### config.mk
export PLATFORM = sky130hd
export DESIGN_NAME = md4_iter_core_flat
export DESIGN_NICKNAME = d
export VERILOG_FILES = /design/src/rtl/md4_pkg.sv /design/src/rtl/md4_iter_core_if.sv /design/src/rtl/md4_step.sv /design/src/rtl/md4_iter_core.sv /design/src/flat_wrapper.sv
export SDC_FILE = /design/constraint.sdc
export NUM_CORES = 2
export LEC_CHECK = 0
export CAP_MARGIN = 20
export CORE_ASPECT_RATIO = 2
export CORE_MARGIN = 3
export CORE_UTILIZATION = 56
export DETAILED_ROUTE_END_ITERATION = 6
export PLACE_DENSITY = 0.78
export SYNTH_ARGS = -nofsm -noshare
export SYNTH_HDL_FRONTEND = slang
export SYNTH_SLANG_ARGS = --single-unit
### constraint.sdc
create_clock -name clk -period 25.9 [get_ports clk]
set_input_delay 7.77 -clock clk [delete_from_list [all_inputs] [get_ports clk]]
set_output_delay 7.77 -clock clk [all_outputs]
set_load 0.005 [all_outputs]
### src/rtl/md4_pkg.sv
// md4_pkg: MD4 constants, per-round lookup tables, round functions and the
// shared types used by the iterative compression core.
package md4_pkg;

  typedef enum logic [1:0] {
    IDLE,
    RUN,
    FIN,
    DONE
  } state_e;

  // One MD4 working/chaining state; packs to {A,B,C,D} with A in the MSBs.
  typedef struct packed {
    logic [31:0] a;
    logic [31:0] b;
    logic [31:0] c;
    logic [31:0] d;
  } md4_words_t;

  localparam int STEPS = 48;

  localparam logic [31:0] IV_A = 32'h67452301;
  localparam logic [31:0] IV_B = 32'hefcdab89;
  localparam logic [31:0] IV_C = 32'h98badcfe;
  localparam logic [31:0] IV_D = 32'h10325476;
  localparam md4_words_t  IV   = '{a: IV_A, b: IV_B, c: IV_C, d: IV_D};

  localparam logic [31:0] K_R0 = 32'h00000000;
  localparam logic [31:0] K_R1 = 32'h5a827999;
  localparam logic [31:0] K_R2 = 32'h6ed9eba1;

  localparam logic [4:0] S_R0 [4] = '{5'd3, 5'd7, 5'd11, 5'd19};
  localparam logic [4:0] S_R1 [4] = '{5'd3, 5'd5, 5'd9, 5'd13};
  localparam logic [4:0] S_R2 [4] = '{5'd3, 5'd9, 5'd11, 5'd15};

  localparam logic [3:0] IDX_R1 [16] = '{4'd0, 4'd4, 4'd8, 4'd12, 4'd1, 4'd5, 4'd9, 4'd13,
                                         4'd2, 4'd6, 4'd10, 4'd14, 4'd3, 4'd7, 4'd11, 4'd15};
  localparam logic [3:0] IDX_R2 [16] = '{4'd0, 4'd8, 4'd4, 4'd12, 4'd2, 4'd10, 4'd6, 4'd14,
                                         4'd1, 4'd9, 4'd5, 4'd13, 4'd3, 4'd11, 4'd7, 4'd15};

  function automatic logic [31:0] md4_f(input logic [31:0] x, input logic [31:0] y,
                                        input logic [31:0] z);
    return (x & y) | (~x & z);
  endfunction

  function automatic logic [31:0] md4_g(input logic [31:0] x, input logic [31:0] y,
                                        input logic [31:0] z);
    return (x & y) | (x & z) | (y & z);
  endfunction

  function automatic logic [31:0] md4_h(input logic [31:0] x, input logic [31:0] y,
                                        input logic [31:0] z);
    return x ^ y ^ z;
  endfunction

  // Round function selected by round number.
  function automatic logic [31:0] md4_fn(input logic [1:0] r, input logic [31:0] x,
                                         input logic [31:0] y, input logic [31:0] z);
    case (r)
      2'd0:    return md4_f(x, y, z);
      2'd1:    return md4_g(x, y, z);
      default: return md4_h(x, y, z);
    endcase
  endfunction

  function automatic logic [31:0] md4_k(input logic [1:0] r);
    case (r)
      2'd0:    return K_R0;
      2'd1:    return K_R1;
      default: return K_R2;
    endcase
  endfunction

  // Rotate amount for round r, step position j = i%4.
  function automatic logic [4:0] md4_s(input logic [1:0] r, input logic [1:0] j);
    case (r)
      2'd0:    return S_R0[j];
      2'd1:    return S_R1[j];
      default: return S_R2[j];
    endcase
  endfunction

  // Message word consumed by step i of round r.
  function automatic logic [3:0] md4_msg_idx(input logic [1:0] r, input logic [3:0] i);
    case (r)
      2'd0:    return i;
      2'd1:    return IDX_R1[i];
      default: return IDX_R2[i];
    endcase
  endfunction

  function automatic logic [31:0] md4_rotl(input logic [31:0] x, input logic [4:0] s);
    logic [5:0] rs;
    rs = 6'd32 - {1'b0, s};
    return (x << s) | (x >> rs);
  endfunction

endpackage

### src/rtl/md4_iter_core_if.sv
// md4_iter_core_if: block input and digest output handshakes of the MD4 core.
interface md4_iter_core_if;
  logic         in_valid;
  logic         in_ready;
  logic [511:0] in_block;
  logic         in_first;
  logic         in_last;
  logic         out_valid;
  logic         out_ready;
  logic [127:0] digest;

  // Upstream padder plus downstream digest consumer.
  modport master (
    output in_valid, in_block, in_first, in_last, out_ready,
    input  in_ready, out_valid, digest
  );

  // The compression core.
  modport slave (
    input  in_valid, in_block, in_first, in_last, out_ready,
    output in_ready, out_valid, digest
  );
endinterface

### src/rtl/md4_step.sv
// md4_step: one combinational MD4 step. Updates the word at the rotating
// 'a' position and rotates the working registers to {d, a_new, b, c}.
module md4_step
  import md4_pkg::*;
(
  input  md4_words_t  st_i,
  input  logic [31:0] m_i,
  input  logic [1:0]  round_i,
  input  logic [1:0]  shift_sel_i,  // i % 4 within the round
  output md4_words_t  st_o
);

  logic [31:0] t;

  // Step arithmetic: add, rotate, then rotate register roles.
  always_comb begin
    t    = st_i.a + md4_fn(round_i, st_i.b, st_i.c, st_i.d) + m_i + md4_k(round_i);
    st_o = '{a: st_i.d, b: md4_rotl(t, md4_s(round_i, shift_sel_i)), c: st_i.b, d: st_i.c};
  end

endmodule

### src/rtl/md4_iter_core.sv
// md4_iter_core: iterative multi-block MD4 compression. One 512-bit block is
// compressed in 48/ROUNDS_PER_CYCLE RUN cycles plus one FIN cycle; the chain
// persists across blocks and the digest is presented on the last block.
module md4_iter_core
  import md4_pkg::*;
#(
  parameter int ROUNDS_PER_CYCLE = 1
) (
  input  logic            clk,
  input  logic            rst,
  md4_iter_core_if.slave  bus
);

  if (ROUNDS_PER_CYCLE != 1 && ROUNDS_PER_CYCLE != 2 && ROUNDS_PER_CYCLE != 4 &&
      ROUNDS_PER_CYCLE != 8 && ROUNDS_PER_CYCLE != 16) begin : g_bad_rpc
    $error("md4_iter_core: ROUNDS_PER_CYCLE must be 1, 2, 4, 8 or 16");
  end

  localparam logic [5:0] RPC_W      = 6'(ROUNDS_PER_CYCLE);
  localparam logic [5:0] LAST_GROUP = 6'(STEPS - ROUNDS_PER_CYCLE);

  state_e             state_q, state_d;
  logic [5:0]         step_q, step_d;
  md4_words_t         work_q, work_d;
  md4_words_t         chain_q, chain_d;
  logic [127:0]       digest_q, digest_d;
  logic [15:0][31:0]  blk_q, blk_d;
  logic               last_q, last_d;
  md4_words_t         step_out;

  // Chain of step instances; a group never straddles a round because
  // ROUNDS_PER_CYCLE divides 16, so every instance sees the same round.
  for (genvar g = 0; g < ROUNDS_PER_CYCLE; g++) begin : g_step
    md4_words_t st_in;
    md4_words_t st_out;
    logic [5:0] s_idx;

    if (g == 0) begin : g_head
      assign st_in = work_q;
    end else begin : g_link
      assign st_in = g_step[g-1].st_out;
    end

    assign s_idx = step_q + 6'(g);

    md4_step u_step (
      .st_i        (st_in),
      .m_i         (blk_q[md4_msg_idx(s_idx[5:4], s_idx[3:0])]),
      .round_i     (s_idx[5:4]),
      .shift_sel_i (s_idx[1:0]),
      .st_o        (st_out)
    );
  end

  assign step_out = g_step[ROUNDS_PER_CYCLE-1].st_out;

  // Next-state and datapath control for the IDLE/RUN/FIN/DONE sequence.
  always_comb begin
    // NOTE: every variable gets a hold default first so no branch can infer a latch.
    state_d  = state_q;
    step_d   = step_q;
    work_d   = work_q;
    chain_d  = chain_q;
    digest_d = digest_q;
    blk_d    = blk_q;
    last_d   = last_q;

    case (state_q)
      IDLE: begin
        if (bus.in_valid) begin
          blk_d   = bus.in_block;
          last_d  = bus.in_last;
          work_d  = bus.in_first ? IV : chain_q;
          chain_d = work_d;
          step_d  = '0;
          state_d = RUN;
        end
      end
      RUN: begin
        work_d = step_out;
        if (step_q == LAST_GROUP) begin
          step_d  = '0;
          state_d = FIN;
        end else begin
          step_d = step_q + RPC_W;
        end
      end
      FIN: begin
        chain_d.a = chain_q.a + work_q.a;
        chain_d.b = chain_q.b + work_q.b;
        chain_d.c = chain_q.c + work_q.c;
        chain_d.d = chain_q.d + work_q.d;
        if (last_q) begin
          digest_d = chain_d;
          state_d  = DONE;
        end else begin
          state_d = IDLE;
        end
      end
      DONE: begin
        // Consumption returns to IDLE; a block can only be taken next cycle.
        if (bus.out_ready) begin
          state_d = IDLE;
        end
      end
      default: state_d = IDLE;
    endcase
  end

  // Control, working and chaining registers with synchronous reset.
  always_ff @(posedge clk) begin
    // NOTE: non-blocking assignments so every register updates from pre-edge values.
    if (rst) begin
      state_q  <= IDLE;
      step_q   <= '0;
      work_q   <= '0;
      chain_q  <= IV;
      digest_q <= '0;
    end else begin
      state_q  <= state_d;
      step_q   <= step_d;
      work_q   <= work_d;
      chain_q  <= chain_d;
      digest_q <= digest_d;
    end
  end

  // Latched message block and last flag.
  always_ff @(posedge clk) begin
    // NOTE: no reset on these data-only registers; they are always loaded on
    // acceptance before RUN/FIN read them.
    blk_q  <= blk_d;
    last_q <= last_d;
  end

  assign bus.in_ready  = (state_q == IDLE);
  assign bus.out_valid = (state_q == DONE);
  assign bus.digest    = digest_q;

endmodule

### src/flat_wrapper.sv
// flat-port wrapper written by rule: the top's interface ports become plain ports
module md4_iter_core_flat import md4_pkg::*;
#(
  parameter int ROUNDS_PER_CYCLE = 1
)
  (clk, rst, bus_in_valid, bus_in_block, bus_in_first, bus_in_last, bus_out_ready, bus_in_ready, bus_out_valid, bus_digest);
  md4_iter_core_if bus_i ();
  input  logic clk;
  input  logic rst;
  input wire logic [$bits(bus_i.in_valid)-1:0] bus_in_valid;
  input wire logic [$bits(bus_i.in_block)-1:0] bus_in_block;
  input wire logic [$bits(bus_i.in_first)-1:0] bus_in_first;
  input wire logic [$bits(bus_i.in_last)-1:0] bus_in_last;
  input wire logic [$bits(bus_i.out_ready)-1:0] bus_out_ready;
  output wire logic [$bits(bus_i.in_ready)-1:0] bus_in_ready;
  output wire logic [$bits(bus_i.out_valid)-1:0] bus_out_valid;
  output wire logic [$bits(bus_i.digest)-1:0] bus_digest;
  assign bus_i.in_valid = bus_in_valid;
  assign bus_i.in_block = bus_in_block;
  assign bus_i.in_first = bus_in_first;
  assign bus_i.in_last = bus_in_last;
  assign bus_i.out_ready = bus_out_ready;
  assign bus_in_ready = bus_i.in_ready;
  assign bus_out_valid = bus_i.out_valid;
  assign bus_digest = bus_i.digest;
  md4_iter_core #(.ROUNDS_PER_CYCLE(ROUNDS_PER_CYCLE)) u_core (.clk(clk), .rst(rst), .bus(bus_i));
endmodule
# After elaboration in Yosys (flattened, before gate mapping)
# Memory sizes are Yosys's and may differ from the RTL's.
# Index checks and enable logic that the tools add are counted.
[word_totals]
reg_bits = 905
romBits = 128
input_bits = 518
output_inout_bits = 130
elab_cells = 105
n_memories = 2
[classes]
addsub = 9
magnitude_cmp = 3
n_eq_ne = 8
n_shift = 2
n_mux = 31
bitwise = 13
n_reduce_logical = 9
[mem_list]
columns = ["name", "words", "width", "rd", "rd_ports_with_merged_regs", "write_ports", "line_no", "text"]
rows = [
  ["(name not given)", 16, 4, 1, 0, 0, "md4_pkg.sv:87", "2'd1: return IDX_R1[i];"],
  ["(name not given)", 16, 4, 1, 0, 0, "md4_pkg.sv:88", "default: return IDX_R2[i];"],
]
[ops]
columns = ["op", "count"]
rows = [
  ["one-hot mux 128 bit (2 select lines)", 2],
  ["2-to-1 mux 128 bit", 2],
  ["adder 32 bit", 7],
  ["AND 32 bit", 4],
  ["binary-select mux 32 bit (select 4 bit)", 1],
  ["bitwise OR 32 bit", 4],
  ["one-hot mux 32 bit (2 select lines)", 1],
  ["XOR 32 bit", 2],
  ["one-hot mux 31 bit (2 select lines)", 1],
  ["2-to-1 mux 32 bit", 1],
  ["inverter 32 bit", 1],
  ["left shift 32 x 5 -> 32 bit", 1],
  ["right shift 32 x 6 -> 32 bit", 1],
  ["binary-select mux 5 bit (select 2 bit)", 3],
  ["2-to-1 mux 5 bit", 6],
  ["2-to-1 mux 4 bit", 4],
  ["2-to-1 mux 6 bit", 2],
  ["one-hot mux 6 bit (2 select lines)", 1],
  ["one-hot mux 5 bit (2 select lines)", 1],
  ["2-to-1 mux 2 bit", 4],
  ["one-hot mux 2 bit (4 select lines)", 1],
  ["one-hot mux 4 bit (2 select lines)", 1],
  ["AND reduction 2 bit", 4],
  ["adder 6 x 1 -> 6 bit (second input constant)", 1],
  ["14 further kinds", 19],
]

# Depth between registers and ports, before layout
[depth]
word_depth = 12
mapped_depth = 26
ltp_nobuf = 23

# Modules after synthesis
# From an unflattened synthesis, not the netlist that was laid out.
[hier_totals]
cells_unflattened = 4577
hier_area_um2 = 48138.7
[modules_own_cells]
columns = ["module", "instances", "cells_per_inst", "area_each_um2", "seq_area_each_um2"]
rows = [
  ["md4_iter_core", 1, 3362, 39826.9, 23252.3],
  ["md4_step", 1, 1215, 8311.7, 0.0],
]

# Worst setup path before layout
# Ideal clock, no wire load.
[synth_timing]
kind = "input port to flip-flop"
startpoint = "input bus_in_valid"
endpoint = "register u_core.work_q (netlist bit u_core.g_step[0].st_in[10])"
setup_time_ns = 0.124
arrival_time_ns = 24.021
required_time_ns = 25.776
slack_ns = 1.755
stages = 6
n_path_buf = 2
path_cell_list = "nand2_1 clkinv_1 clkbuf_1 clkbuf_1 o21ai_0 a31oi_1"
[synth_between]
elab_chain_len = 2
[synth_lines]
columns = ["element", "line_no", "text"]
rows = [
  ["start, declared", "flat_wrapper.sv:10", "input wire logic [$bits(bus_i.in_valid)-1:0] bus_in_valid;"],
  ["!= test 2 bit (no source line)", "-", ""],
  ["AND reduction 2 bit (no source line)", "-", ""],
  ["end signal, assigned", "md4_iter_core.sv:122", "work_q <= work_d;"],
  ["end, declared", "md4_iter_core.sv:24", "md4_words_t work_q, work_d;"],
]
# Every way passes these cells.
# A chain may end at the register's enable or synchronous reset.

# Worst setup path after layout
[layout_timing]
startpoint = "input bus_in_valid"
endpoint = "register u_core.blk_q[322] (netlist bit), enable pin"
[layout_between]
elab_chain_len = 1
[layout_lines]
columns = ["element", "line_no", "text"]
rows = [
  ["AND reduction 2 bit (no source line)", "-", ""],
  ["end signal, assigned", "md4_iter_core.sv:132", "blk_q <= blk_d;"],
  ["end, declared", "md4_iter_core.sv:27", "logic [15:0][31:0] blk_q, blk_d;"],
]
# Every way passes these cells.

==> flow_summary.ini <==
[floorplan]
die_area_mm2 = 0.08677
fp-row-count = 148
die_w_um = 209.8
core_area_mm2 = 0.08185
fp.dieH_um = 413.6
initial_core_util_pct = 56.84
ios = 648

[sta]
setup_tns_ps = 0
maxSlewHeadroom_pct = 24.73
min_period_over_period_pct = 42.08
rsz0062_at_grt = no
fin_crit_ps = 10900
finClkSkew_ps = 27.02
hold_viol = 0
setup_viol = 0
slew_viol_final = 0
max_freq_mhz = 91.76
layout_setup_ws_ps = 15000
tightestPinTransition_ps = 1124

[logic_synthesis]
synth_top_area_share_pct = 33.11
synth-seq-cells = 905
synth_fp_nets = 5051
synth_top_cell_by_area = edfxtp_1
syn_avg_cell_area_um2 = 10.88
synth.area.top_cells = edfxtp_1 33%, dfxtp_1 17%, mux4_2 6.2%
ys_types = 85
synthCells = 4275
synth_area_mm2 = 0.04652
yosys_warnings = 0
seq_area_frac_synth_pct = 49.98
postSynth.asyncResetShare_pct = 0
ys.flop_type = edfxtp_1
synth_edf_count = 513

[drt]
highest_layer = met5
ant_nets = 0
drc = 0
drt-met1-wl_mm = 56.25
drt_iter0_markers = 4167
via_per_inst = 6.400
wl_met2_mm = 85.95
avgRoutedWirePerCell_um = 30.04
routed_wl_mm = 178.6
wl_met3_mm = 14.91
vias = 38050
firstDrtPassIters = 6

[finish]
fin_util_pct = 69.31
finalNonFillerCells = 5945
drive_gt1_share_pct = 7.795
final_cell_mix = 645 x clkdlybuf4s50_1, 513 x edfxtp_1, 494 x nand2_1
layout_commonest_cell = clkdlybuf4s50_1
nets = 5570
area_growth_pct = 21.95
fillCellCount = 6040

[clocking]
cts_resized = 0
ctsHoldBuffers = 0
cts_tree = done
cts_max_level = 3
cts_setup_buffers = 0
cts.clk_slew.worst_paths_ps = 60
cts_root_buffer = clkbuf_16
clk-insertion-delay-late_ps = 700
cts_buffers = 81
clock-sinks = 905
clockBufferDepth = 3

[power]
p_leak_nw = 21.12
power_density_mw_per_mm2 = 79.80
p_total_mw = 4.527
vdd_ir_drop_max_mv = 0.07476

[flow_run]
drv_cap = 0

[min_path]
hp-class = flop to flop

[global_routing]
grt_pass1_vias = 37440
grt.total_usage_pct = 40.58
antenna_found_initial = 39
grt_remaining_overflow = 0
grt_pass1_wl_mm = 252.9
grt_max_degree = 174

[placement]
dpl_worst_slack_ps = 14310
placed_cells = 5761
gp_congestion = 1.080
io_buffers = 647
hpwl_mm = 135.0

[critical_path]
r2r_slack_ps = 16210
crit_type = input port to flop
critPathArrivalTime_ps = 11210
required_ps = 26210
cp-start-kind = input port
end_kind = flop
crit_fanout = 126

[status]
outcome = finished clean
kinds of logic (layout without fill, tap and decap cells):
kind of cell / after synthesis / count (layout) / synth area share (%)
multiplexers: 243 / 243 / 8.752
buffers and inverters: 459 / 1046 / 3.747
adder cells (fa/ha/maj): 258 / 258 / 8.408
other: 0 / 33 / 0
flip-flops: 905 / 905 / 49.98
AND/OR/NAND/NOR: 1145 / 1145 / 10.86
AO/OA/AOI/OAI: 1122 / 1122 / 15.56
XOR/XNOR: 143 / 143 / 2.692
per-stage QoR:
step                hold slack (ps)  cell area [µm²]
CTS                           454.8            56650
global route                  473.3            56700
detailed placement            445.9            53840
floorplan                     448.2            46520
finish                        452.1            56730
global placement              441.7            53840
layout make-up:
type,count,area [µm²],area share [%]
Multi-Input combinational cell,2911,21640,38.15
Tap cell,1050,1314,2.316
Clock inverter,55,639.4,1.127
Sequential cell,905,23250,40.99
Inverter,202,765.7,1.350
Timing Repair Buffer,693,6870,12.11
Clock buffer,96,2163,3.813
Antenna cell,33,82.58,0.1456
cell usage after synthesis (13+ instances only):
cell type / n
buf_1: 25
mux2i_1: 94
a21o_1: 78
mux4_2: 128
a31oi_1: 57
a311oi_1: 13
buf_2: 13
a21oi_1: 350
nand2b_1: 23
inv_1: 200
a22oi_1: 84
a211oi_1: 118
nor2b_1: 55
or3_1: 15
and3_1: 23
nand2_1: 496
xnor2_1: 95
mux2_2: 20
o21ai_0: 178
ha_1: 167
dfxtp_1: 392
nor2_1: 313
a2111oi_0: 19
clkbuf_1: 218
edfxtp_1: 513
nor3_1: 65
o31ai_1: 14
o211ai_1: 41
nor3b_1: 20
o22ai_1: 24
xor2_1: 48
nor4_1: 15
o21a_1: 32
nand3_1: 59
o21bai_1: 15
nand4_1: 21
fa_1: 91
routing by layer:
metal,up-vias,track usage (%)
met1,18370,42.28
li1,16810,-
met5,-,0
met3,641,9.365
met2,2224,66.93
met4,8,38.39
worst max-delay path, cell delays in order:
cell             delay (ps)
clkdlybuf4s50_1         470
nand2_2                 310
inv_8                   700
buf_4                   920
buf_4                   830
registers in the layout (all words and copies together), names as in the netlist:
name / count
u_core.blk_q: 512
u_core.bus.digest: 128
u_core.chain_q: 128
u_core.g_step.st_in: 128
u_core.last_q: 1
u_core.state_q: 2
u_core.step_q: 6
power breakdown:
| group | total [mW] | switching (mW) | internal (mW) |
|---|---|---|---|
| combinational | 1.43 | 0.887 | 0.543 |
| sequential | 1.81 | 0.142 | 1.67 |
| clock | 1.29 | 0.590 | 0.700 |
| total | 4.53 | 1.62 | 2.91 |
final timing paths:
path / to / from / depth (start not counted)
worst max-delay path: u_core.blk_q[322]$_DFFE_PP_ / bus_in_valid / 5
worst min-delay path: u_core.bus.digest[28]$_SDFFE_PP0P_ / u_core.bus.digest[28]$_SDFFE_PP0P_ / 2
worst max register to register: u_core.g_step[0].st_in[87]$_SDFFE_PP0P_ / u_core.step_q[4]$_SDFFE_PP0P_ / 22
worst min register to register: u_core.bus.digest[28]$_SDFFE_PP0P_ / u_core.bus.digest[28]$_SDFFE_PP0P_ / 2
No activity file was read; power rests on OpenSTA's default activity.
